--- src/rtl/kgp_exec_if.sv ---
// Operand/result handshake bundle between decode/register-read, the execute stage and writeback.
interface kgp_exec_if #(
   parameter int WIDTH = 32
);
   logic             in_valid;
   logic             in_ready;
   logic [2:0]       op;
   logic [WIDTH-1:0] a;
   logic [WIDTH-1:0] b;
   logic             out_valid;
   logic             out_ready;
   logic [WIDTH-1:0] result;
   logic             carry;
   logic             zero;
   logic             sign;
   logic             diff_eq;

   modport master (
      output in_valid, op, a, b, out_ready,
      input  in_ready, out_valid, result, carry, zero, sign, diff_eq
   );

   modport slave (
      input  in_valid, op, a, b, out_ready,
      output in_ready, out_valid, result, carry, zero, sign, diff_eq
   );
endinterface

--- src/rtl/kgp_exec_unit.sv ---
// Registered execute stage: single-cycle ALU ops plus DIFF, and an iterative 1-bit/cycle shifter.
// state | meaning
// IDLE  | ready to accept an op
// SHIFT | shifting acc one bit per cycle, cnt bits remaining
// DONE  | result/flags valid, held until out_ready
module kgp_exec_unit #(
   parameter int WIDTH = 32,
   parameter int POS_W = 5
) (
   input  logic       clk,
   input  logic       rst_n,
   kgp_exec_if.slave  bus
);
   typedef enum logic [1:0] {IDLE, SHIFT, DONE} state_t;

   localparam logic [2:0] OP_ADD  = 3'd0;
   localparam logic [2:0] OP_COMP = 3'd1;
   localparam logic [2:0] OP_AND  = 3'd2;
   localparam logic [2:0] OP_XOR  = 3'd3;
   localparam logic [2:0] OP_SHLL = 3'd4;
   localparam logic [2:0] OP_SHRL = 3'd5;
   localparam logic [2:0] OP_SHRA = 3'd6;
   localparam logic [2:0] OP_DIFF = 3'd7;

   state_t           state, state_nxt;
   logic [WIDTH-1:0] acc;
   logic [POS_W-1:0] cnt;
   logic [2:0]       shop;
   logic [WIDTH-1:0] result_q;
   logic             carry_q, zero_q, sign_q, diff_eq_q;

   logic [POS_W-1:0] amt;
   logic             is_shift, accept, start_shift;
   logic [WIDTH:0]   sum;
   logic [WIDTH-1:0] x;
   logic [POS_W-1:0] diff_pos;
   logic [WIDTH-1:0] alu_res;
   logic             alu_carry, alu_deq;
   logic [WIDTH-1:0] shifted;
   logic             shift_out;

   assign amt         = bus.b[POS_W-1:0];
   assign is_shift    = (bus.op == OP_SHLL) || (bus.op == OP_SHRL) || (bus.op == OP_SHRA);
   assign accept      = (state == IDLE) && bus.in_valid;
   assign start_shift = is_shift && (amt != '0);

   always_comb begin
      sum       = {1'b0, bus.a} + {1'b0, bus.b};
      x         = bus.a ^ bus.b;
      diff_pos  = '0;
      // Scan from the top so the lowest set bit wins.
      for (int i = WIDTH - 1; i >= 0; i--) begin
         if (x[i]) diff_pos = POS_W'(i);
      end
      alu_res   = bus.a;
      alu_carry = 1'b0;
      alu_deq   = 1'b0;
      case (bus.op)
         OP_ADD: begin
            alu_res   = sum[WIDTH-1:0];
            alu_carry = sum[WIDTH];
         end
         OP_COMP: alu_res = ~bus.b + WIDTH'(1);
         OP_AND:  alu_res = bus.a & bus.b;
         OP_XOR:  alu_res = bus.a ^ bus.b;
         OP_DIFF: begin
            alu_res = {{(WIDTH-POS_W){1'b0}}, diff_pos};
            alu_deq = (x == '0);
         end
         default: alu_res = bus.a;
      endcase
   end

   always_comb begin
      shifted   = acc;
      shift_out = 1'b0;
      case (shop)
         OP_SHLL: begin
            shifted   = {acc[WIDTH-2:0], 1'b0};
            shift_out = acc[WIDTH-1];
         end
         OP_SHRL: begin
            shifted   = {1'b0, acc[WIDTH-1:1]};
            shift_out = acc[0];
         end
         OP_SHRA: begin
            shifted   = {acc[WIDTH-1], acc[WIDTH-1:1]};
            shift_out = acc[0];
         end
         default: begin
            shifted   = acc;
            shift_out = 1'b0;
         end
      endcase
   end

   always_ff @(posedge clk) begin
      if (!rst_n) state <= IDLE;
      else        state <= state_nxt;
   end

   always_comb begin
      state_nxt = state;
      case (state)
         IDLE:    if (bus.in_valid) state_nxt = start_shift ? SHIFT : DONE;
         SHIFT:   if (cnt == POS_W'(1)) state_nxt = DONE;
         DONE:    if (bus.out_ready) state_nxt = IDLE;
         default: state_nxt = IDLE;
      endcase
   end

   always_ff @(posedge clk) begin
      if (!rst_n) begin
         acc       <= '0;
         cnt       <= '0;
         shop      <= '0;
         result_q  <= '0;
         carry_q   <= 1'b0;
         zero_q    <= 1'b0;
         sign_q    <= 1'b0;
         diff_eq_q <= 1'b0;
      end else if (accept) begin
         if (start_shift) begin
            acc       <= bus.a;
            cnt       <= amt;
            shop      <= bus.op;
            diff_eq_q <= 1'b0;
         end else begin
            result_q  <= alu_res;
            carry_q   <= alu_carry;
            zero_q    <= (alu_res == '0);
            sign_q    <= alu_res[WIDTH-1];
            diff_eq_q <= alu_deq;
         end
      end else if (state == SHIFT) begin
         acc     <= shifted;
         cnt     <= cnt - POS_W'(1);
         carry_q <= shift_out;
         if (cnt == POS_W'(1)) begin
            result_q <= shifted;
            zero_q   <= (shifted == '0);
            sign_q   <= shifted[WIDTH-1];
         end
      end
   end

   assign bus.in_ready  = (state == IDLE);
   assign bus.out_valid = (state == DONE);
   assign bus.result    = result_q;
   assign bus.carry     = carry_q;
   assign bus.zero      = zero_q;
   assign bus.sign      = sign_q;
   assign bus.diff_eq   = diff_eq_q;
endmodule

--- src/flat_wrapper.sv ---
// flat-port wrapper written by rule: the top's interface ports become plain ports
module kgp_exec_unit_flat 
#(
   parameter int WIDTH = 32,
   parameter int POS_W = 5
)
  (clk, rst_n, bus_in_valid, bus_op, bus_a, bus_b, bus_out_ready, bus_in_ready, bus_out_valid, bus_result, bus_carry, bus_zero, bus_sign, bus_diff_eq);
  kgp_exec_if #(.WIDTH(WIDTH)) bus_i ();
  input  logic clk;
  input  logic rst_n;
  input wire logic [$bits(bus_i.in_valid)-1:0] bus_in_valid;
  input wire logic [$bits(bus_i.op)-1:0] bus_op;
  input wire logic [$bits(bus_i.a)-1:0] bus_a;
  input wire logic [$bits(bus_i.b)-1:0] bus_b;
  input wire logic [$bits(bus_i.out_ready)-1:0] bus_out_ready;
  output wire logic [$bits(bus_i.in_ready)-1:0] bus_in_ready;
  output wire logic [$bits(bus_i.out_valid)-1:0] bus_out_valid;
  output wire logic [$bits(bus_i.result)-1:0] bus_result;
  output wire logic [$bits(bus_i.carry)-1:0] bus_carry;
  output wire logic [$bits(bus_i.zero)-1:0] bus_zero;
  output wire logic [$bits(bus_i.sign)-1:0] bus_sign;
  output wire logic [$bits(bus_i.diff_eq)-1:0] bus_diff_eq;
  assign bus_i.in_valid = bus_in_valid;
  assign bus_i.op = bus_op;
  assign bus_i.a = bus_a;
  assign bus_i.b = bus_b;
  assign bus_i.out_ready = bus_out_ready;
  assign bus_in_ready = bus_i.in_ready;
  assign bus_out_valid = bus_i.out_valid;
  assign bus_result = bus_i.result;
  assign bus_carry = bus_i.carry;
  assign bus_zero = bus_i.zero;
  assign bus_sign = bus_i.sign;
  assign bus_diff_eq = bus_i.diff_eq;
  kgp_exec_unit #(.WIDTH(WIDTH), .POS_W(POS_W)) u_core (.clk(clk), .rst_n(rst_n), .bus(bus_i));
endmodule
--- config.mk ---
export PLATFORM = sky130hd
export DESIGN_NAME = kgp_exec_unit_flat
export DESIGN_NICKNAME = d
export VERILOG_FILES = /design/src/rtl/kgp_exec_if.sv /design/src/rtl/kgp_exec_unit.sv /design/src/flat_wrapper.sv
export SDC_FILE = /design/constraint.sdc
export NUM_CORES = 1
export LEC_CHECK = 0
export BUFFER_PORTS_ARGS = -buffer_cell sky130_fd_sc_hd__buf_4
export CORE_MARGIN = 4
export CORE_UTILIZATION = 35
export DETAILED_ROUTE_END_ITERATION = 7
export GPL_ROUTABILITY_DRIVEN = 0
export GPL_TIMING_DRIVEN = 0
export PLACE_DENSITY = 0.6
export SYNTH_ARGS = -nofsm -noshare
export SYNTH_HDL_FRONTEND = slang
export SYNTH_SLANG_ARGS = --single-unit
--- constraint.sdc ---
create_clock -name clk -period 3.3 [get_ports clk]
set_input_delay 0.165 -clock clk [delete_from_list [all_inputs] [get_ports clk]]
set_output_delay 0.165 -clock clk [all_outputs]
set_load 0.01 [all_outputs]
# After elaboration in Yosys (flattened, before gate mapping)
# Cells that the tools add are included.
# word_totals
register_bits	78
inputBits	71
out_inout_bits	38
# classes
add_sub_neg	3
eq_ne	18
n_mux	64
bitwise_logic	3
reduce_logical	18
# op_table
cell	n
$mux 32	7
$mux 5	35
$pmux 32 s5	1
$logic_not 32->1	3
$pmux 32 s3	1
$add 32x32->33	1
$add 32x1->32 const B	1
$and 32x32->32	1
$not 32->32	1
$xor 32x32->32	1
$eq 3x3->1 const B	7
$mux 1	14
$mux 2	4
$ne 2x2->1 const B	4
$eq 3x2->1 const B	2
$pmux 2 s3	1
$reduce_and 2->1	3
$reduce_and 3->1	2
$eq 5x1->1 const B	1
$reduce_bool 5->1	1
$sub 5x1->5 const B	1
$reduce_bool 2->1	2
$eq 3x1->1 const B	1
$logic_not 3->1	1
8 further kinds	10

# Logic depth before layout (Yosys ltp)
# depth
word_depth	37
mapped_depth	13
depth_no_buf	13

# Worst setup path before layout
# No wires, ideal clock.
# synth_timing
kind	input port to flip-flop
from	in bus_b[28]
to	reg u_core.zero_q, in the netlist u_core.bus.zero
setup_time_ns	0.088
arrival_time_ns	2.962
t_required_ns	3.212
setup_slack_ns	0.250
cell_stages	12
path_buffers	1
path_cell_list	ha_1 -> clkbuf_1 -> or4_1 -> o211ai_1 -> a41oi_1 -> o32a_1 -> nand4b_1 -> nor4b_1 -> nand4_1 -> nor4_1 -> nand4_1 -> o32ai_2
# synth_via
elab_chain_cells	34
# synth_lines
element	line	source
from (decl)	flat_wrapper.sv:14	input wire logic [$bits(bus_i.b)-1:0] bus_b;
$xor 32x32->32	kgp_exec_unit.sv:49, kgp_exec_unit.sv:65	
$mux 5 (29 in a row)	kgp_exec_unit.sv:53	if (x[i]) diff_pos = POS_W'(i);
$pmux 32 s5 *	kgp_exec_unit.sv:58	case (bus.op)
$logic_not 32->1 *	kgp_exec_unit.sv:131	zero_q <= (alu_res == '0);
$mux 1 *	kgp_exec_unit.sv:123	if (start_shift) begin
$mux 1 *	kgp_exec_unit.sv:122	end else if (accept) begin
to (signal assigned)	kgp_exec_unit.sv:131	
to (signal assigned)	kgp_exec_unit.sv:141	zero_q <= (shifted == '0);
to (decl)	kgp_exec_unit.sv:30	logic carry_q, zero_q, sign_q, diff_eq_q;
# Every way passes the cells marked *; elsewhere a longest branch is shown, timed or not. The select of a mux whose other input is x is not followed.
# A chain may end at the register's enable or synchronous reset.

# Worst setup path in the final report
# layout_timing
from	in bus_op[0]
to	reg u_core.zero_q, in the netlist u_core.bus.zero
# layout_via
elab_chain_cells	6
# layout_lines
element	line	source
from (decl)	flat_wrapper.sv:12	input wire logic [$bits(bus_i.op)-1:0] bus_op;
branches (longest 6 deep; another with $pmux 32 s5)	-	
# Several ways; the timed one is not identified. The select of a mux whose other input is x is not followed.

==> metrics.txt <==
Starting Density ~36%; CTS Buf Count 9; element type at the critical path start primary input; CP peak stage delay 0.63 ns; Initial DRT Pass Iterations 6; Top Ports 109; r2r setup slk between 0.2 and 0.3 ns; pwr dens around 370 nW/um2; # Max-Cap Violations 0; P_sw around 0.0015 W; R2R Path Start u_core.state[1]$_SDFFE_PN0P_; share of layout cells above drive strength 1 about 17%; GRT Total Usage 28.29%; routed wire length approximately 40000 um; multi-input combinational cell area around 6700 um2; Critical Path Sink Type register; CTS H-tree lvls 3; Max clock buf depth 2; DP Wirelength approximately 31000 um; synthesized area around 8500 um2; area grow syn2layout 21.36%; Clock Skews 0.006957 ns; r2r worst-path depth 10; Worst R2R End u_core.bus.zero$_SDFFE_PN0P_; Seq pwr share 28.5%; LEAKAGE around 3.8 nW; crit path max fanout 10; Via density around 6.4; synth unique cells 84; Hold Path Depth 2; area fraction of the dominant cell type after synthesis 18.11%; Int Power ~0.0022 W; core area 23680 um2; via count about 11000; final worst-path cycle share 100.8%; Slew headroom approximately two fifths; Final Critical Period 3.326 ns; Yosys reg bits just under 80; worst slack at placement -0.9412 ns; FF+latch area ~1500 um2; DRT iter0 DRCs ~1400; Worst Path Required around 3.6 ns; crit path buf inv count 3; first-pass GRT wire length a little under 60000 um; synth top area cells dfxtp_1, a21oi_1, nand2_1; Yosys Warn Count 0; Hold Startpoint rst_n; Clk Latency, worst-skew pair about 0.34 ns; WP data arrival ~3.6 ns; combinational share of power roughly 45%; DRC Markers 0; worst min path class in -> reg; Worst Tran Pin Value roughly 0.88 ns; Die Area 26880 um2; nets 1477; Top FF cell, synth dfxtp_1; delay-heaviest family, CP simple AND/OR/NAND/NOR gates; failing checks negative setup slack; fillers ~2600; die width about 160 um; per-instance average area after synthesis approximately 7 um2; Setup WS post-layout -0.02594 ns; routed length per placed instance between 20 and 25 um; Root Driver clkbuf_16; Die H approximately 160 um; f_max about 300 MHz; vias in the first global route slightly below 10000; part of the power in the clock network between 20 and 30%; top cells by count, synth a21oi_1, nand2_1, nor2_1, clkbuf_1, dfxtp_1; Mapped Cells between 1000 and 1500; Fin Setup TNS -0.02594 ns; initial antenna violation count 0; WP depth 10; row count 56; worst-path cell chain buf_4 -> clkbuf_1 -> nor3b_2 -> clkbuf_1 -> a2111oi_0 -> a2111oi_4 -> nand4_1 -> nor4_2 -> nand4_1 -> o32ai_2; worst setup path class in -> reg; switching share of power about two fifths; clock-pin slew on the worst setup and hold paths approximately 0.06 ns; Fin. Hold Viols 0; largest net degree at the start of global routing 13; VDD IR max between 150 and 200 uV; syn_nets 1354; final setup fails 1; grt total ovfl 0; antenna cells 0; ys async rst share 0%; Routed Antenna Nets 0; fin. max-slew vios 0; Port-buffer cells ~110; critical path's slowest cell clkbuf_1; Synth area leader dfxtp_1; Sink Count 77; hold path endpoint u_core.bus.result[22]$_SDFFE_PN0P_; EDFF count, synth 0; CTS tree built; status finished, violations left; cell with the most instances after synthesis a21oi_1; Seq/Total Area, Yosys 18.11%
[logic make-up (layout without fill, tap and decap cells)]
family	after synthesis	in the layout	share of synthesized area, %
AOI/OAI and AO/OA	468	468	36.28
adders and majority gates	37	37	5.527
muxes	24	24	3.072
xor gates and xnor gates	40	40	4.116
DFF	77	77	18.11
and+or+nand+nor	468	468	26.81
buffers and inverters	132	259	6.085
[flip-flops by register name (all words and copies together) (netlist names)]
signal / flops
u_core.cnt: 5
u_core.bus.zero: 1
u_core.bus.diff_eq: 1
u_core.shop: 3
u_core.bus.result: 31
u_core.bus.sign: 1
u_core.acc: 32
u_core.bus.carry: 1
u_core.state: 2
[layer usage]
metal | global-route usage [%] | part of all wire [%] | wire, um
met1 | 37.02 | 38 | 15220
met2 | 46.04 | 45 | 17870
met3 | 4.994 | 11 | 4456
met4 | 11.67 | 5.3 | 2116
met5 | 0 | 0 | 0
[power groups by stage]
stage	clock, W	sequential, W	combinational (W)
2_1_floorplan	0	0.00109	0.000980
3_3_place_gp	0	0.00110	0.00155
3_5_place_dp	0	0.00110	0.00155
4_1_cts	0.00102	0.00108	0.00158
5_1_grt	0.00106	0.00109	0.00180
6_report	0.00102	0.00108	0.00168
[worst max-delay path by stage]
stage / from / end / slack [ns]
after floorplan: bus_b[28] / u_core.bus.zero$_SDFFE_PN0P_ / 0.25
after global placement: bus_b[4] / u_core.bus.zero$_SDFFE_PN0P_ / -0.99
after detailed placement: bus_b[4] / u_core.bus.zero$_SDFFE_PN0P_ / -0.94
after CTS: bus_b[0] / u_core.bus.zero$_SDFFE_PN0P_ / 0.02
after global routing: bus_op[0] / u_core.bus.result[20]$_SDFFE_PN0P_ / -0.07
final: bus_op[0] / u_core.bus.zero$_SDFFE_PN0P_ / -0.03
[layout by cell type, fill, tap and decap left out, drive strengths merged, types with 6 or more instances in the layout]
cell,netlist,layout
xnor2,20,20
or2,9,9
clkbuf,92,102
buf,15,128
inv,25,25
nand2b,10,10
o21ai,56,56
and2,12,12
nor3,37,37
nor4,25,25
mux2i,7,7
a21oi,164,164
or3,14,14
ha,36,36
dfxtp,77,77
nand2,150,150
a31oi,11,11
a211oi,20,20
and3,10,10
nand3,20,20
o221ai,27,27
or4,8,8
nor2,124,124
mux2,17,17
a2bb2oi,7,7
a221oi,6,6
nand4,19,19
a31o,6,6
o22ai,34,34
o211ai,50,50
nor2b,10,10
a2111oi,7,7
xor2,20,20
a21o,10,10
a22oi,9,9
o31ai,7,7
[area by class of cell]
type / instances / area share, %
Clock buffer: 11 / 2.447
Timing Repair Buffer: 117 / 8.503
Multi-Input combinational cell: 1037 / 64.77
Buffer: 102 / 4.130
Tap cell: 319 / 3.864
Inverter: 25 / 0.9084
Sequential cell: 77 / 14.92
Clock inverter: 4 / 0.4603
[timing repair]
item,4_1_cts,5_1_grt
buffers inserted,5,4
hold buffers,0,0
endpoints found under the setup margin,3,6
gates resized for setup,16,47
pin swaps,5,15
[stage by stage]
step	total power, W	area [um2]	instances	hold slack, ns	util (%)
2_1_floorplan	0.002072	8512	1246	0.2962	-
3_5_place_dp	0.002651	9722	1673	0.4460	41.05
3_3_place_gp	0.002646	9722	1673	0.4423	41.05
4_1_cts	0.003677	10130	1690	0.1320	42.78
5_1_grt	0.003945	10330	1692	0.1391	43.62
6_report	0.003784	10330	1692	0.1445	43.62
Note: power is estimated with default switching activity, not from simulation.
